### src/rtl/instr_fetch_unit.sv
// Instruction fetch unit: drives a dual-halfword read port and assembles 16/32-bit
// RV32IC instructions for decode over a valid/ready handshake, with redirects and faults.
module instr_fetch_unit #(
    parameter logic [31:0] RESET_PC = 32'h0000_0000,
    parameter int          CNT_W    = 32
) (
    input  logic             clk,
    input  logic             rst_n,
    output logic [31:0]      mem_addr1,
    output logic [31:0]      mem_addr2,
    output logic             mem_renable,
    input  logic [15:0]      mem_rdata1,
    input  logic [15:0]      mem_rdata2,
    input  logic             redirect_valid,
    input  logic [31:0]      redirect_pc,
    output logic             instr_valid,
    input  logic             instr_ready,
    output logic [31:0]      instr,
    output logic [31:0]      instr_pc,
    output logic             instr_is_c,
    output logic             fetch_fault,
    output logic [CNT_W-1:0] fetch_count
);

    typedef enum logic [1:0] {BOOT, RUN, FAULT} state_t;

    state_t           state_q, state_d;
    logic [31:0]      resp_pc_q, resp_pc_d;
    logic             resp_valid_q, resp_valid_d;
    logic             fault_q, fault_d;
    logic [CNT_W-1:0] count_q, count_d;
    logic [31:0]      req_pc;
    logic [31:0]      next_pc;
    logic             compressed;

    // Both halfwords arrive together, so a 32-bit instruction at pc%4==2 costs no extra cycle.
    assign compressed = (mem_rdata1[1:0] != 2'b11);
    assign next_pc    = resp_pc_q + (compressed ? 32'd2 : 32'd4);
    assign instr      = compressed ? {16'h0000, mem_rdata1} : {mem_rdata2, mem_rdata1};
    assign instr_pc   = resp_pc_q;
    assign instr_is_c = compressed;

    assign mem_addr1   = req_pc;
    assign mem_addr2   = req_pc + 32'd2;
    assign fetch_count = count_q;
    assign fetch_fault = rst_n ? fault_q : 1'b0;

    always_comb begin
        state_d      = state_q;
        resp_pc_d    = resp_pc_q;
        resp_valid_d = resp_valid_q;
        fault_d      = fault_q;
        count_d      = count_q;
        req_pc       = resp_pc_q;
        mem_renable  = 1'b0;
        instr_valid  = 1'b0;

        // Outputs are held at their reset values for as long as reset is asserted.
        if (!rst_n) begin
            req_pc = RESET_PC;
        end else if (redirect_valid) begin
            if (!redirect_pc[0]) begin
                req_pc       = redirect_pc;
                mem_renable  = 1'b1;
                state_d      = RUN;
                resp_pc_d    = redirect_pc;
                resp_valid_d = 1'b1;
                fault_d      = 1'b0;
            end else begin
                state_d      = FAULT;
                resp_valid_d = 1'b0;
                fault_d      = 1'b1;
            end
        end else begin
            case (state_q)
                BOOT: begin
                    req_pc       = RESET_PC;
                    mem_renable  = 1'b1;
                    state_d      = RUN;
                    resp_pc_d    = RESET_PC;
                    resp_valid_d = 1'b1;
                end
                RUN: begin
                    instr_valid = resp_valid_q;
                    if (!resp_valid_q) begin
                        mem_renable  = 1'b1;
                        resp_valid_d = 1'b1;
                    end else if (instr_ready) begin
                        req_pc      = next_pc;
                        mem_renable = 1'b1;
                        resp_pc_d   = next_pc;
                        count_d     = count_q + {{(CNT_W-1){1'b0}}, 1'b1};
                    end
                end
                FAULT: begin
                    fault_d = 1'b1;
                end
                default: begin
                    state_d = BOOT;
                end
            endcase
        end
    end

    always_ff @(posedge clk) begin
        if (!rst_n) begin
            state_q      <= BOOT;
            resp_pc_q    <= RESET_PC;
            resp_valid_q <= 1'b0;
            fault_q      <= 1'b0;
            count_q      <= '0;
        end else begin
            state_q      <= state_d;
            resp_pc_q    <= resp_pc_d;
            resp_valid_q <= resp_valid_d;
            fault_q      <= fault_d;
            count_q      <= count_d;
        end
    end

endmodule

### config.mk
export PLATFORM = sky130hd
export DESIGN_NAME = instr_fetch_unit
export DESIGN_NICKNAME = d
export VERILOG_FILES = /design/src/rtl/instr_fetch_unit.sv
export SDC_FILE = /design/constraint.sdc
export NUM_CORES = 1
export LEC_CHECK = 0
export BUFFER_PORTS_ARGS = -buffer_cell sky130_fd_sc_hd__clkbuf_2
export CAP_MARGIN = 20
export CORE_MARGIN = 2
export CORE_UTILIZATION = 40
export DETAILED_ROUTE_END_ITERATION = 7
export GPL_TIMING_DRIVEN = 0
export HOLD_SLACK_MARGIN = 0.06
export PLACE_DENSITY = 0.69
export SETUP_SLACK_MARGIN = 0.3
export SLEW_MARGIN = 0
export SYNTH_ARGS = -nofsm -noshare
export SYNTH_HDL_FRONTEND = slang
export SYNTH_SLANG_ARGS = --single-unit
### constraint.sdc
create_clock -name clk -period 7.85 [get_ports clk]
set_input_delay 0.785 -clock clk [delete_from_list [all_inputs] [get_ports clk]]
set_output_delay 0.785 -clock clk [all_outputs]
set_load 0.01 [all_outputs]
==> qor.txt <==
Worst clock skew: 0.00925 ns
DRT Pass-1 Iters: 5
Global-route wire length before repair: 28200 um
Synth Flop Type: dfxtp_1
Drt via density: 5.57
I/O pin cnt: 232
Worst slew margin: 0.401
TNS Setup: 0 ns
Vias in the first global route: 5344
Avg Cell Area, Syn: 8.18 sq um
Die Height: 119 um
Commonest non-fill, non-tap cells in the layout: clkbuf_2 (217), dfxtp_1 (68), nor2_1 (57)
Hold WC Path Type: register to register
Mux contribution to synthesized area: 0.0640
Post-CTS Setup Bufs: 0
Max IR drop VDD: 0.000110 V
Wire per inst: 16.9 um
Placed Instances: 1041
Slowest stage delay, CP: 0.54 ns
Initial antenna violation count: 0
Area share of fa/ha/maj cells after synthesis: 0.0165
WP data required: 7.07 ns
Final setup vio count: 0
Worst-Skew Late Latency: 0.35 ns
Post-DP HPWL: 13800 um
Post-CTS sizing: 0
Largest family of logic cells by synthesized area: simple AND/OR/NAND/NOR gates
CP Capture Type: output pin
Pin count of the biggest net entering global routing: 13
DRC errors left: 0
Crit path max fanout: 10
Max Cap Viol: 0
Post-synthesis cell count: 650
Synth Cell Area: 5320 sq um
Async SR Flop Fraction: 0
Routed Antenna Nets: 0
CTS buffer count: 9
Commonest non-fill, non-tap cell in the layout: clkbuf_2
Post-synthesis sequential area ratio: 0.256
H-tree lvl count: 3
Final-stage net count: 951
EDFF count, synth: 0
RSZ-0062 raised after global routing: false
Status: finished clean
Root Buffer: clkbuf_16
Fraction of layout cells with a size suffix above 1: 0.362
Worst EP arrival: 4.59 ns
Die area: 14200 sq um
Leak: 3.32 nW
CP max-delay cell: a221oi_1
CP Launch Type: primary input
Worst hold margin: 0.499 ns
Starting DRT DRC Count: 497
Core footprint: 13100 sq um
Max Fclk: 186 MHz
Global Route Usage Sum: 0.249
Overall power: 1.07 mW
Row cnt: 42
Drt total wl: 17800 um
Final Util: 0.530
Hold buffer count at CTS: 0
Yosys synthesis warning count: 0
Crit path buf inv count: 5
Die Wd: 119 um
Cell variety after synth: 77
Fin cells: 1057
Worst setup path class: primary input to output pin
Clk sink count: 68
Clock-pin slew of the registers on the worst-case setup and hold paths: 0.06 ns
Syn_nets: 725
Via count: 5883
P&R area growth vs syn: 30.8%
CTS tree: yes
Deepest clock path buffer count: 2
Crit-path cells: clkbuf_2, clkbuf_2, clkbuf_1, nand2_1, ha_1, ha_1, and3_1, o21ai_0, a221oi_1, ha_1, inv_1, nor3_2, nand4_4, nor3_1, xor2_1, clkbuf_2
Tightest Pin Transition: 0.891 ns
Initial Utilization: 0.405
Pwr per Cell Area: 153 nW/um^2
Gpl congestion: 0.934
Tcrit/Tclk final: 0.684
Congestion Overflow GR: 0
Top delay family on crit path: simple AND/OR/NAND/NOR gates
Compound-Gate Fraction of Synth Area: 0.145
Slew Limit Fails: 0
Post-Synth Simple-Gate Area: 0.348
Final Hold Viols: 0
Ant diodes: 0
Min Tclk post-route: 5.37 ns
Post-Synth XOR/XNOR Area: 0.0955
Synth Register Bits: 68
I/O Buffers: 215
[metal layers]
metal,routed length [um],share of wire,up-vias,track usage
met5,0,0,-,0
met4,456,0.026,0,0.0868
met3,1310,0.073,30,0.0608
met2,8240,0.46,263,0.397
met1,7830,0.44,2764,0.329
li1,-,-,2826,-
[through the flow]
stage	worst slack (ns)	cell area [sq um]
2_1_floorplan	3.26	5320
3_3_place_gp	2.48	6620
3_5_place_dp	2.49	6620
4_1_cts	2.48	6960
5_1_grt	2.15	6960
6_report	2.48	6960
[registers in the layout, indices dropped and copies added, names as in the netlist]
name and flops:
fault_q 1, fetch_count 32, instr_pc 32, resp_valid_q 1
state_q 2
[cell usage after synthesis, drive strengths merged (6+ instances only)]
| cell type | count | area [sq um] |
|---|---|---|
| dfxtp | 68 | 1360 |
| nand2 | 45 | 169 |
| or3 | 8 | 50.1 |
| nor4 | 24 | 214 |
| o21ai | 14 | 70.1 |
| buf | 39 | 258 |
| mux2 | 8 | 90.1 |
| ha | 7 | 87.6 |
| o211ai | 6 | 50.1 |
| a21oi | 26 | 134 |
| and3 | 35 | 219 |
| a31oi | 8 | 65.1 |
| mux2i | 25 | 250 |
| inv | 22 | 82.6 |
| nor2 | 58 | 220 |
| xnor2 | 27 | 236 |
| and2 | 10 | 62.6 |
| nand4 | 24 | 216 |
| xor2 | 31 | 272 |
| nand3 | 34 | 180 |
| nor3 | 26 | 194 |
| clkbuf | 16 | 62.6 |
| and4 | 16 | 140 |
| o31ai | 8 | 78.8 |
[cell families after synthesis]
kind of cell / Yosys count
mux: 33
buf+inv: 77
fa+ha+maj: 7
compound gates: 102
xor+xnor: 58
flops: 68
simple gates: 305
[power breakdown]
| part | internal, mW | switching (mW) | total (mW) |
|---|---|---|---|
| clock network | 0.306 | 0.162 | 0.468 |
| registers | 0.357 | 0.0189 | 0.376 |
| logic | 0.0871 | 0.134 | 0.221 |
| total | 0.751 | 0.315 | 1.07 |
[layout make-up]
cell class                      count  area [sq um]
Timing Repair Buffer              215          1080
Inverter                           22          82.6
Clock inverter                      4          77.6
Multi-Input combinational cell    505          3560
Buffer                             55           320
Sequential cell                    68          1360
Tap cell                          176           220
Fill cell                        1303          6180
Clock buffer                       12           267
[path summary, 6_finish.rpt]
check,from,end,slack [ns],depth (start not counted)
setup / recovery,mem_rdata1[0],mem_addr2[19],2.48,16
hold / removal,state_q[1],state_q[1],0.50,2
setup reg to reg,state_q[1],fetch_count[30],4.99,12
hold reg to reg,state_q[1],state_q[1],0.50,2
[tightest hold or removal path, delay by kind of cell, from the launching register on]
kind	cells	cell delay (ns)
AO/OA/AOI/OAI	1	0.06
flip-flops	1	0.32
AND/OR/NAND/NOR	1	0.07
Note: power is estimated with default switching activity, not from simulation.
